--- src/rtl/maindec_pipe.sv ---
// -----------------------------------------------------------------------------
// maindec_pipe
//
// Registered, handshaked MIPS32 main decoder. Decodes the integer subset into
// a control word, holds that word in a one-entry valid/ready output register,
// and interlocks HI/LO-dependent instructions against a multi-cycle mult/div
// unit by means of an internal busy counter.
//
// Parameters
//   MUL_CYCLES : cycles the HI/LO unit is busy after MULT/MULTU issues (1..255)
//   DIV_CYCLES : cycles the HI/LO unit is busy after DIV/DIVU issues   (1..255)
//   CNT_W      : busy counter width, must hold max(MUL_CYCLES, DIV_CYCLES)
//
// Ports
//   clk, rst               : clock (rising edge), async active-high reset
//   in_valid / in_ready    : instruction handshake from IF/ID
//   instr[31:0]            : instruction word
//   flush                  : kill the held control word
//   out_valid / out_ready  : control word handshake to ID-stage consumers
//   regwrite..jal, regdst  : registered datapath control
//   hilo_write, md_start   : HI/LO write, mult/div issue
//   syscall, brk, ri       : trap / reserved-instruction decode
//   md_busy                : busy counter non-zero
//
// Configuration
//   MAINDEC_RI_EN : when defined, undefined encodings raise ri; otherwise ri
//                   is constant 0 and undefined encodings decode as all-zero.
// -----------------------------------------------------------------------------
module maindec_pipe #(
    parameter int MUL_CYCLES = 4,
    parameter int DIV_CYCLES = 32,
    parameter int CNT_W      = 8
) (
    input  logic        clk,
    input  logic        rst,
    input  logic        in_valid,
    output logic        in_ready,
    input  logic [31:0] instr,
    input  logic        flush,
    output logic        out_valid,
    input  logic        out_ready,
    output logic        regwrite,
    output logic        alusrc,
    output logic        branch,
    output logic        memwrite,
    output logic        memtoreg,
    output logic        jump,
    output logic        jr,
    output logic        jal,
    output logic [1:0]  regdst,
    output logic        hilo_write,
    output logic        md_start,
    output logic        syscall,
    output logic        brk,
    output logic        ri,
    output logic        md_busy
);

`ifdef MAINDEC_RI_EN
    localparam logic RI_EN = 1'b1;
`else
    localparam logic RI_EN = 1'b0;
`endif

    localparam logic [1:0] RD_RT  = 2'b00;
    localparam logic [1:0] RD_RD  = 2'b01;
    localparam logic [1:0] RD_R31 = 2'b10;

    typedef struct packed {
        logic       regwrite;
        logic       alusrc;
        logic       branch;
        logic       memwrite;
        logic       memtoreg;
        logic       jump;
        logic       jr;
        logic       jal;
        logic [1:0] regdst;
        logic       hilo_write;
        logic       md_start;
        logic       md_div;     // internal: selects DIV_CYCLES on issue
        logic       syscall;
        logic       brk;
        logic       ri;
    } ctrl_t;

    logic [5:0] op;
    logic [4:0] rt;
    logic [5:0] funct;

    assign op    = instr[31:26];
    assign rt    = instr[20:16];
    assign funct = instr[5:0];

    // rs, rd, shamt and the upper immediate bits play no part in decode.
    logic unused_instr_bits;
    assign unused_instr_bits = ^{instr[25:21], instr[15:6]};

    ctrl_t          ctrl_d, ctrl_q;
    logic           is_hilo_op;
    logic           out_valid_d, out_valid_q;
    logic [CNT_W-1:0] busy_d, busy_q;
    logic           hazard, load, consume;

    // -------------------------------------------------------------------------
    // Decode
    // -------------------------------------------------------------------------
    always_comb begin
        // NOTE: every variable assigned here gets a default first so that no
        // path through the case statements leaves it unassigned (no latches).
        ctrl_d     = '0;
        is_hilo_op = 1'b0;
        case (op)
            6'b000000: begin
                case (funct)
                    6'b000000, 6'b000010, 6'b000011,          // SLL SRL SRA
                    6'b000100, 6'b000110, 6'b000111,          // SLLV SRLV SRAV
                    6'b100000, 6'b100001, 6'b100010, 6'b100011,
                    6'b100100, 6'b100101, 6'b100110, 6'b100111,
                    6'b101010, 6'b101011: begin
                        ctrl_d.regwrite = 1'b1;
                        ctrl_d.regdst   = RD_RD;
                    end
                    6'b010000, 6'b010010: begin               // MFHI MFLO
                        ctrl_d.regwrite = 1'b1;
                        ctrl_d.regdst   = RD_RD;
                        is_hilo_op      = 1'b1;
                    end
                    6'b010001, 6'b010011: begin               // MTHI MTLO
                        ctrl_d.hilo_write = 1'b1;
                        is_hilo_op        = 1'b1;
                    end
                    6'b011000, 6'b011001, 6'b011010, 6'b011011: begin
                        ctrl_d.hilo_write = 1'b1;
                        ctrl_d.md_start   = 1'b1;
                        ctrl_d.md_div     = funct[1];         // DIV/DIVU
                        is_hilo_op        = 1'b1;
                    end
                    6'b001000: ctrl_d.jr = 1'b1;              // JR
                    6'b001001: begin                          // JALR
                        ctrl_d.regwrite = 1'b1;
                        ctrl_d.regdst   = RD_RD;
                        ctrl_d.jr       = 1'b1;
                        ctrl_d.jal      = 1'b1;
                    end
                    6'b001100: ctrl_d.syscall = 1'b1;
                    6'b001101: ctrl_d.brk     = 1'b1;
                    default:   ctrl_d.ri      = RI_EN;
                endcase
            end
            6'b000001: begin                                  // REGIMM
                case (rt)
                    5'b00000, 5'b00001: ctrl_d.branch = 1'b1; // BLTZ BGEZ
                    5'b10000, 5'b10001: begin                 // BLTZAL BGEZAL
                        ctrl_d.branch   = 1'b1;
                        ctrl_d.regwrite = 1'b1;
                        ctrl_d.regdst   = RD_R31;
                        ctrl_d.jal      = 1'b1;
                    end
                    default: ctrl_d.ri = RI_EN;
                endcase
            end
            6'b000010: ctrl_d.jump = 1'b1;                    // J
            6'b000011: begin                                  // JAL
                ctrl_d.jump     = 1'b1;
                ctrl_d.jal      = 1'b1;
                ctrl_d.regwrite = 1'b1;
                ctrl_d.regdst   = RD_R31;
            end
            6'b000100, 6'b000101, 6'b000110, 6'b000111:       // BEQ BNE BLEZ BGTZ
                ctrl_d.branch = 1'b1;
            6'b001000, 6'b001001, 6'b001010, 6'b001011,       // ADDI..LUI
            6'b001100, 6'b001101, 6'b001110, 6'b001111: begin
                ctrl_d.regwrite = 1'b1;
                ctrl_d.alusrc   = 1'b1;
            end
            6'b100000, 6'b100001, 6'b100011,                  // LB LH LW
            6'b100100, 6'b100101: begin                       // LBU LHU
                ctrl_d.regwrite = 1'b1;
                ctrl_d.alusrc   = 1'b1;
                ctrl_d.memtoreg = 1'b1;
            end
            6'b101000, 6'b101001, 6'b101011: begin            // SB SH SW
                ctrl_d.alusrc   = 1'b1;
                ctrl_d.memwrite = 1'b1;
            end
            default: ctrl_d.ri = RI_EN;
        endcase
    end

    // -------------------------------------------------------------------------
    // Handshake and interlock
    // -------------------------------------------------------------------------
    // A held HI/LO writer counts as in flight until it leaves the register,
    // because the counter only starts on the cycle after it is consumed.
    assign hazard   = is_hilo_op & ((busy_q != '0) | (out_valid_q & ctrl_q.hilo_write));
    assign in_ready = (~out_valid_q | out_ready) & ~hazard & ~flush;
    assign load     = in_valid & in_ready;
    // flush kills the held word, so it cannot be consumed in the same cycle.
    assign consume  = out_valid_q & out_ready & ~flush;

    always_comb begin
        out_valid_d = out_valid_q;
        if (flush)
            out_valid_d = 1'b0;
        else if (load)
            out_valid_d = 1'b1;
        else if (out_ready)
            out_valid_d = 1'b0;
    end

    always_comb begin
        busy_d = busy_q;
        if (consume && ctrl_q.md_start)
            busy_d = ctrl_q.md_div ? CNT_W'(DIV_CYCLES) : CNT_W'(MUL_CYCLES);
        else if (busy_q != '0)
            busy_d = busy_q - 1'b1;
    end

    // -------------------------------------------------------------------------
    // State
    // -------------------------------------------------------------------------
    // NOTE: sequential state uses non-blocking assignments so every register
    // samples pre-edge values regardless of statement order.
    always_ff @(posedge clk or posedge rst) begin
        if (rst) begin
            out_valid_q <= 1'b0;
            ctrl_q      <= '0;
            busy_q      <= '0;
        end else begin
            out_valid_q <= out_valid_d;
            busy_q      <= busy_d;
            if (load)
                ctrl_q <= ctrl_d;
        end
    end

    assign out_valid  = out_valid_q;
    assign regwrite   = ctrl_q.regwrite;
    assign alusrc     = ctrl_q.alusrc;
    assign branch     = ctrl_q.branch;
    assign memwrite   = ctrl_q.memwrite;
    assign memtoreg   = ctrl_q.memtoreg;
    assign jump       = ctrl_q.jump;
    assign jr         = ctrl_q.jr;
    assign jal        = ctrl_q.jal;
    assign regdst     = ctrl_q.regdst;
    assign hilo_write = ctrl_q.hilo_write;
    assign md_start   = ctrl_q.md_start;
    assign syscall    = ctrl_q.syscall;
    assign brk        = ctrl_q.brk;
    assign ri         = ctrl_q.ri;
    assign md_busy    = (busy_q != '0);

endmodule
--- config.mk ---
export PLATFORM = sky130hd
export DESIGN_NAME = maindec_pipe
export DESIGN_NICKNAME = d
export VERILOG_FILES = /design/src/rtl/maindec_pipe.sv
export SDC_FILE = /design/constraint.sdc
export NUM_CORES = 1
export LEC_CHECK = 0
export ABC_AREA = 1
export CORE_MARGIN = 3
export CORE_UTILIZATION = 33
export DETAILED_ROUTE_END_ITERATION = 8
export PLACE_DENSITY_LB_ADDON = 0.08
export SLEW_MARGIN = 10
export SYNTH_ARGS = -nofsm -noshare
export SYNTH_HDL_FRONTEND = slang
export SYNTH_SLANG_ARGS = --single-unit
--- constraint.sdc ---
create_clock -name clk -period 3.7 [get_ports clk]
set_clock_uncertainty 0.1 [all_clocks]
set_input_delay 0.37 -clock clk [delete_from_list [all_inputs] [get_ports clk]]
set_output_delay 0.37 -clock clk [all_outputs]
set_load 0.03 [all_outputs]
# ---- Word level (Yosys, flattened, before mapping)
# Index checks and enable logic that the tools add are counted.
dict set report word_totals {
  wordCells 130
  out_inout_bits 18
  regBits 24
  inputBits 37
}
dict set report classes {
  n_reduce_logical 20
  add_sub_neg 1
  n_eq_ne 53
  bitwise 12
  muxes 28
}
# cell count
set op_table {}
lappend op_table {{6-bit equality test, second input constant} 18}
lappend op_table {{6-bit by 4-bit equality test with 1-bit output, second input constant} 12}
lappend op_table {{6-bit by 5-bit equality test with 1-bit output, second input constant} 8}
lappend op_table {{6-bit by 3-bit equality test with 1-bit output, second input constant} 7}
lappend op_table {{6-bit by 2-bit equality test with 1-bit output, second input constant} 4}
lappend op_table {{1-bit two-way mux} 19}
lappend op_table {{19-bit OR reduction} 1}
lappend op_table {{8-bit two-way mux} 2}
lappend op_table {{16-bit OR reduction} 1}
lappend op_table {{14-bit OR reduction} 1}
lappend op_table {{6-bit zero test} 2}
lappend op_table {{4-bit OR reduction} 3}
lappend op_table {{5-bit equality test, second input constant} 2}
lappend op_table {{3-bit one-hot mux with 3 select lines} 1}
lappend op_table {{8-bit nonzero test} 1}
lappend op_table {{8-bit OR reduction} 1}
lappend op_table {{8-bit by 1-bit subtractor with 8-bit output, second input constant} 1}
lappend op_table {{1-bit bitwise AND} 7}
lappend op_table {{6-bit by 1-bit equality test with 1-bit output, second input constant} 1}
lappend op_table {{6-bit two-way mux} 1}
lappend op_table {{2-bit OR reduction} 3}
lappend op_table {{6-bit OR reduction} 1}
lappend op_table {{5-bit by 1-bit equality test with 1-bit output, second input constant} 1}
lappend op_table {{5-bit zero test} 1}
lappend op_table {{12 further kinds} 15}

# ---- Depth between registers and ports, before layout
dict set report depth {
  ltp_word 11
  ltp_mapped 10
  mapped_depth_nobuf 10
}

# ---- Least setup slack after synthesis
# OpenSTA, ideal clock, no wires.
dict set report synth_path {
  path_type {reg-to-output}
  from {register busy_q[0]}
  to {output in_ready}
  t_required_ns 3.230
  arrival_ns 1.286
  slack_ns 1.944
  path_stages_with_launch 9
  path_buffers 0
  path_cell_list {dfrtp_1 > inv_1 > ha_1 > nand3_2 > nor2_8 > nand2_2 > nand2_2 > nand2_1 > inv_1}
}
dict set report synth_via {
  elab_chain_cells 6
}
# element line_no
set synth_rtl {}
lappend synth_rtl {{start: declaration} 102} ;# logic [CNT_W-1:0] busy_d, busy_q;
lappend synth_rtl {{start signal: assignment} 232} ;# busy_q <= busy_d;
lappend synth_rtl {{8-bit nonzero test} 196} ;# assign hazard = is_hilo_op & ((busy_q != '0) | (out_valid_q & ctrl_q.hilo_write));
lappend synth_rtl {{1-bit OR} 196}
lappend synth_rtl {{1-bit bitwise AND} 196}
lappend synth_rtl {{1-bit NOT} 197} ;# assign in_ready = (~out_valid_q | out_ready) & ~hazard & ~flush;
lappend synth_rtl {{1-bit bitwise AND (2 in series)} 197}
lappend synth_rtl {{end: declaration} 37} ;# output logic in_ready,
# Every way passes these cells.

# ---- Final worst setup path
# Same ends and word-level chain as after synthesis.

==> flow_metrics.env <==
export IMPL_status="complete, no violations"
export IMPL_r2r_slack_ns=1.68
export IMPL_hold_viol_final=0
export IMPL_synth_nets=243
export IMPL_cp_max_fo=7
export IMPL_synth_cell_types=33
export IMPL_ff2ff_path_depth=9
export IMPL_cp_cell_sequence="inv_1 > ha_1 > nand3_2 > nor2_8 > nand2_2 > nand2_2 > nand2_1 > inv_1 > clkdlybuf4s50_1"
export IMPL_cts_resized=0
export IMPL_grt_max_degree=28
export IMPL_final_common_cell="nand2_1"
export IMPL_ys_seq_area_share_pct=39.51
export IMPL_crit_start="busy_q[0]"
export IMPL_path_clk_slew_ns=0.09
export IMPL_start_kind="register"
export IMPL_rsz0062_at_grt="no"
export IMPL_cts_tree="yes"
export IMPL_slew_viol_final=0
export IMPL_intPower_mw=0.4742
export IMPL_layout_nets=280
export IMPL_critPathRequiredTime_ns=3.23
export IMPL_cts_buffers=3
export IMPL_vias_per_cell=4.497
export IMPL_relSlewSlack_pct=37.02
export IMPL_stdcell_count=292
export IMPL_layout_drive_gt1_share_pct=12.50
export IMPL_fin_hold_ws_ns=0.3876
export IMPL_wl_um=3045
export IMPL_die_w_um=73.87
export IMPL_rows=24
export IMPL_ys_warn_count=0
export IMPL_start_util_pct=34.44
export IMPL_setup_violations=0
export IMPL_criticalPathCategory="reg -> out"
export IMPL_syn_avg_cell_area_um2=7.452
export IMPL_p_leak_nw=0.9693
export IMPL_fin_setup_tns_ns=0
export IMPL_endpoint="in_ready"
export IMPL_synthCells=204
export IMPL_p_comb_share_pct=26.2
export IMPL_drc=0
export IMPL_synth_area_mm2=0.001520
export IMPL_clkPwrFrac_pct=25.8
export IMPL_rr_startpoint="busy_q[0]"
export IMPL_fin_crit_ns=2.660
export IMPL_pin_count=55
export IMPL_pwr_density_cell_mw_per_mm2=353.3
export IMPL_cp_arrival_ns=2.19
export IMPL_cap_violations=0
export IMPL_cp_end_kind="output pin"
export IMPL_post_route_period_util_pct=71.88
export IMPL_dieArea_mm2=0.005457
export IMPL_ant_nets=0
export IMPL_first_pass_iters=4
export IMPL_syn2layout_area_growth_pct=29.30
export IMPL_power_frac_seq_pct=48.0
export IMPL_port_buffers=37
export IMPL_yosys_area_top_type_share_pct=39.51
export IMPL_slowest_delay_ns=0.66
export IMPL_clock_latency_ns=0.26
export IMPL_die_h_um=73.87
export IMPL_final_cell_mix="nand2_1, clkdlybuf4s50_1, inv_1, dfrtp_1, nor2_1"
export IMPL_vias=1313
export IMPL_cts_root_buf="clkbuf_8"
export IMPL_cts_hold_fix_buffers=0
export IMPL_grt_usage_pct=12.19
export IMPL_coreArea_mm2=0.004414
export IMPL_r2r_end="alusrc"
export IMPL_cts_sinks=24
export IMPL_h_tree_depth=1
export IMPL_synth_area_leaders="dfrtp_1, nand2_1, inv_1, nor2_1, o21ai_2"
export IMPL_ir_worst_vdd_uv=123.2
export IMPL_drt_initial_drc_count=25
export IMPL_grt_overflow_total=0
export IMPL_switching_power_mw=0.2202
export IMPL_dp_cells=288
export IMPL_antenna_found_initial=0
export IMPL_grt_pass1_wl_um=5375
export IMPL_hold_path_class="reg -> reg"
export IMPL_swShare_pct=31.72
export IMPL_dp_hpwl_um=2407
export IMPL_wl_per_cell_um=10.43
export IMPL_synth_top_area_cell="dfrtp_1"
export IMPL_first_global_vias=1259
export IMPL_clock_tree_buffer_depth=2
export IMPL_ys_ff_latch=24
export IMPL_tightest_slew_ns=0.9437
export IMPL_antenna_cells=0
export IMPL_gp_congestion=0.8513
export IMPL_post_cts_buffers=0
export IMPL_utilization_pct=44.53
export IMPL_cpMaxStageDelayCell="clkdlybuf4s50_1"
export IMPL_fmax_mhz=376.0
## cell usage after synthesis
master,n
nand2_1,54
nand3_2,1
o211ai_1,1
nor2_8,1
a21oi_2,2
nor2_1,22
nor2_4,3
xor2_1,1
a211oi_1,1
nand3_1,8
buf_6,2
conb_1,1
nand3b_1,1
o31ai_1,1
nand3_4,1
buf_4,3
inv_2,4
nor3_1,5
inv_1,29
ha_1,2
nand2_2,6
o21a_1,1
a21oi_1,6
o21ai_0,6
a21boi_1,1
nand4_1,4
o21ai_1,3
nor3_2,1
o22ai_1,1
nor4_1,1
o21ai_2,6
nor2_2,1
dfrtp_1,24
## logic make-up after synthesis
family          count (synthesis)  synth area share [%]
simple gates                  109                 34.49
flops                          24                 39.51
xor+xnor                        1                0.5762
other cells                     1                0.2467
fa+ha+maj                       2                 1.646
compound gates                 29                 12.43
buf+inv                        38                 11.11
## area by class of cell
type / instances / area (µm²)
clock buffers: 4 / 55.05
repair buffers: 37 / 370.4
well taps: 52 / 65.06
fillers: 454 / 2449
multi-input cells: 142 / 750.7
flip-flops and latches: 24 / 600.6
inverters: 33 / 123.9
## power groups by stage
stage	sequential (mW)	clock, mW	combinational [mW]
global route	0.340	0.194	0.206
finish	0.333	0.179	0.182
global placement	0.338	0	0.183
CTS	0.333	0.186	0.185
floorplan	0.346	0	0.110
detailed placement	0.339	0	0.184
## metal layers
layer	track usage, %	part of all wire (%)	vias to the layer above
li1	-	-	707
met1	17.53	52	575
met2	18.90	43	29
met3	1.642	4.0	2
met4	3.622	0.82	0
met5	0	0	-
## state kept, by name, indices dropped and copies added (netlist names)
register    flops
regwrite        1
jr              1
regdst          2
md_start        1
busy_q          8
alusrc          1
jal             1
memwrite        1
jump            1
out_valid       1
memtoreg        1
brk             1
branch          1
syscall         1
hilo_write      1
ctrl_q          1
## through the flow
step	cell area (µm²)	worst slack [ns]	total power, mW
3_5_place_dp	1911	1.118	0.5223
2_1_floorplan	1520	1.944	0.4565
6_report	1966	1.040	0.6944
3_3_place_gp	1911	1.118	0.5218
5_1_grt	1966	0.9284	0.7411
4_1_cts	1966	1.025	0.7036
## worst min-delay path by stage
stage / slack, ns / cells past startpoint / from / end
after floorplan: 0.28 / 1 / rst / alusrc
after global placement: 0.37 / 2 / jump / jump
after detailed placement: 0.37 / 2 / brk / brk
after CTS: 0.40 / 2 / brk / brk
after global routing: 0.42 / 2 / regwrite / regwrite
final: 0.39 / 2 / brk / brk
## critical path, delay by kind of cell (launching register included)
kind          cells  cell delay [ns]
buf+inv           3             0.83
simple gates      5             0.53
flops             1             0.38
fa+ha+maj         1             0.19
(Power assumes the default switching activity.)
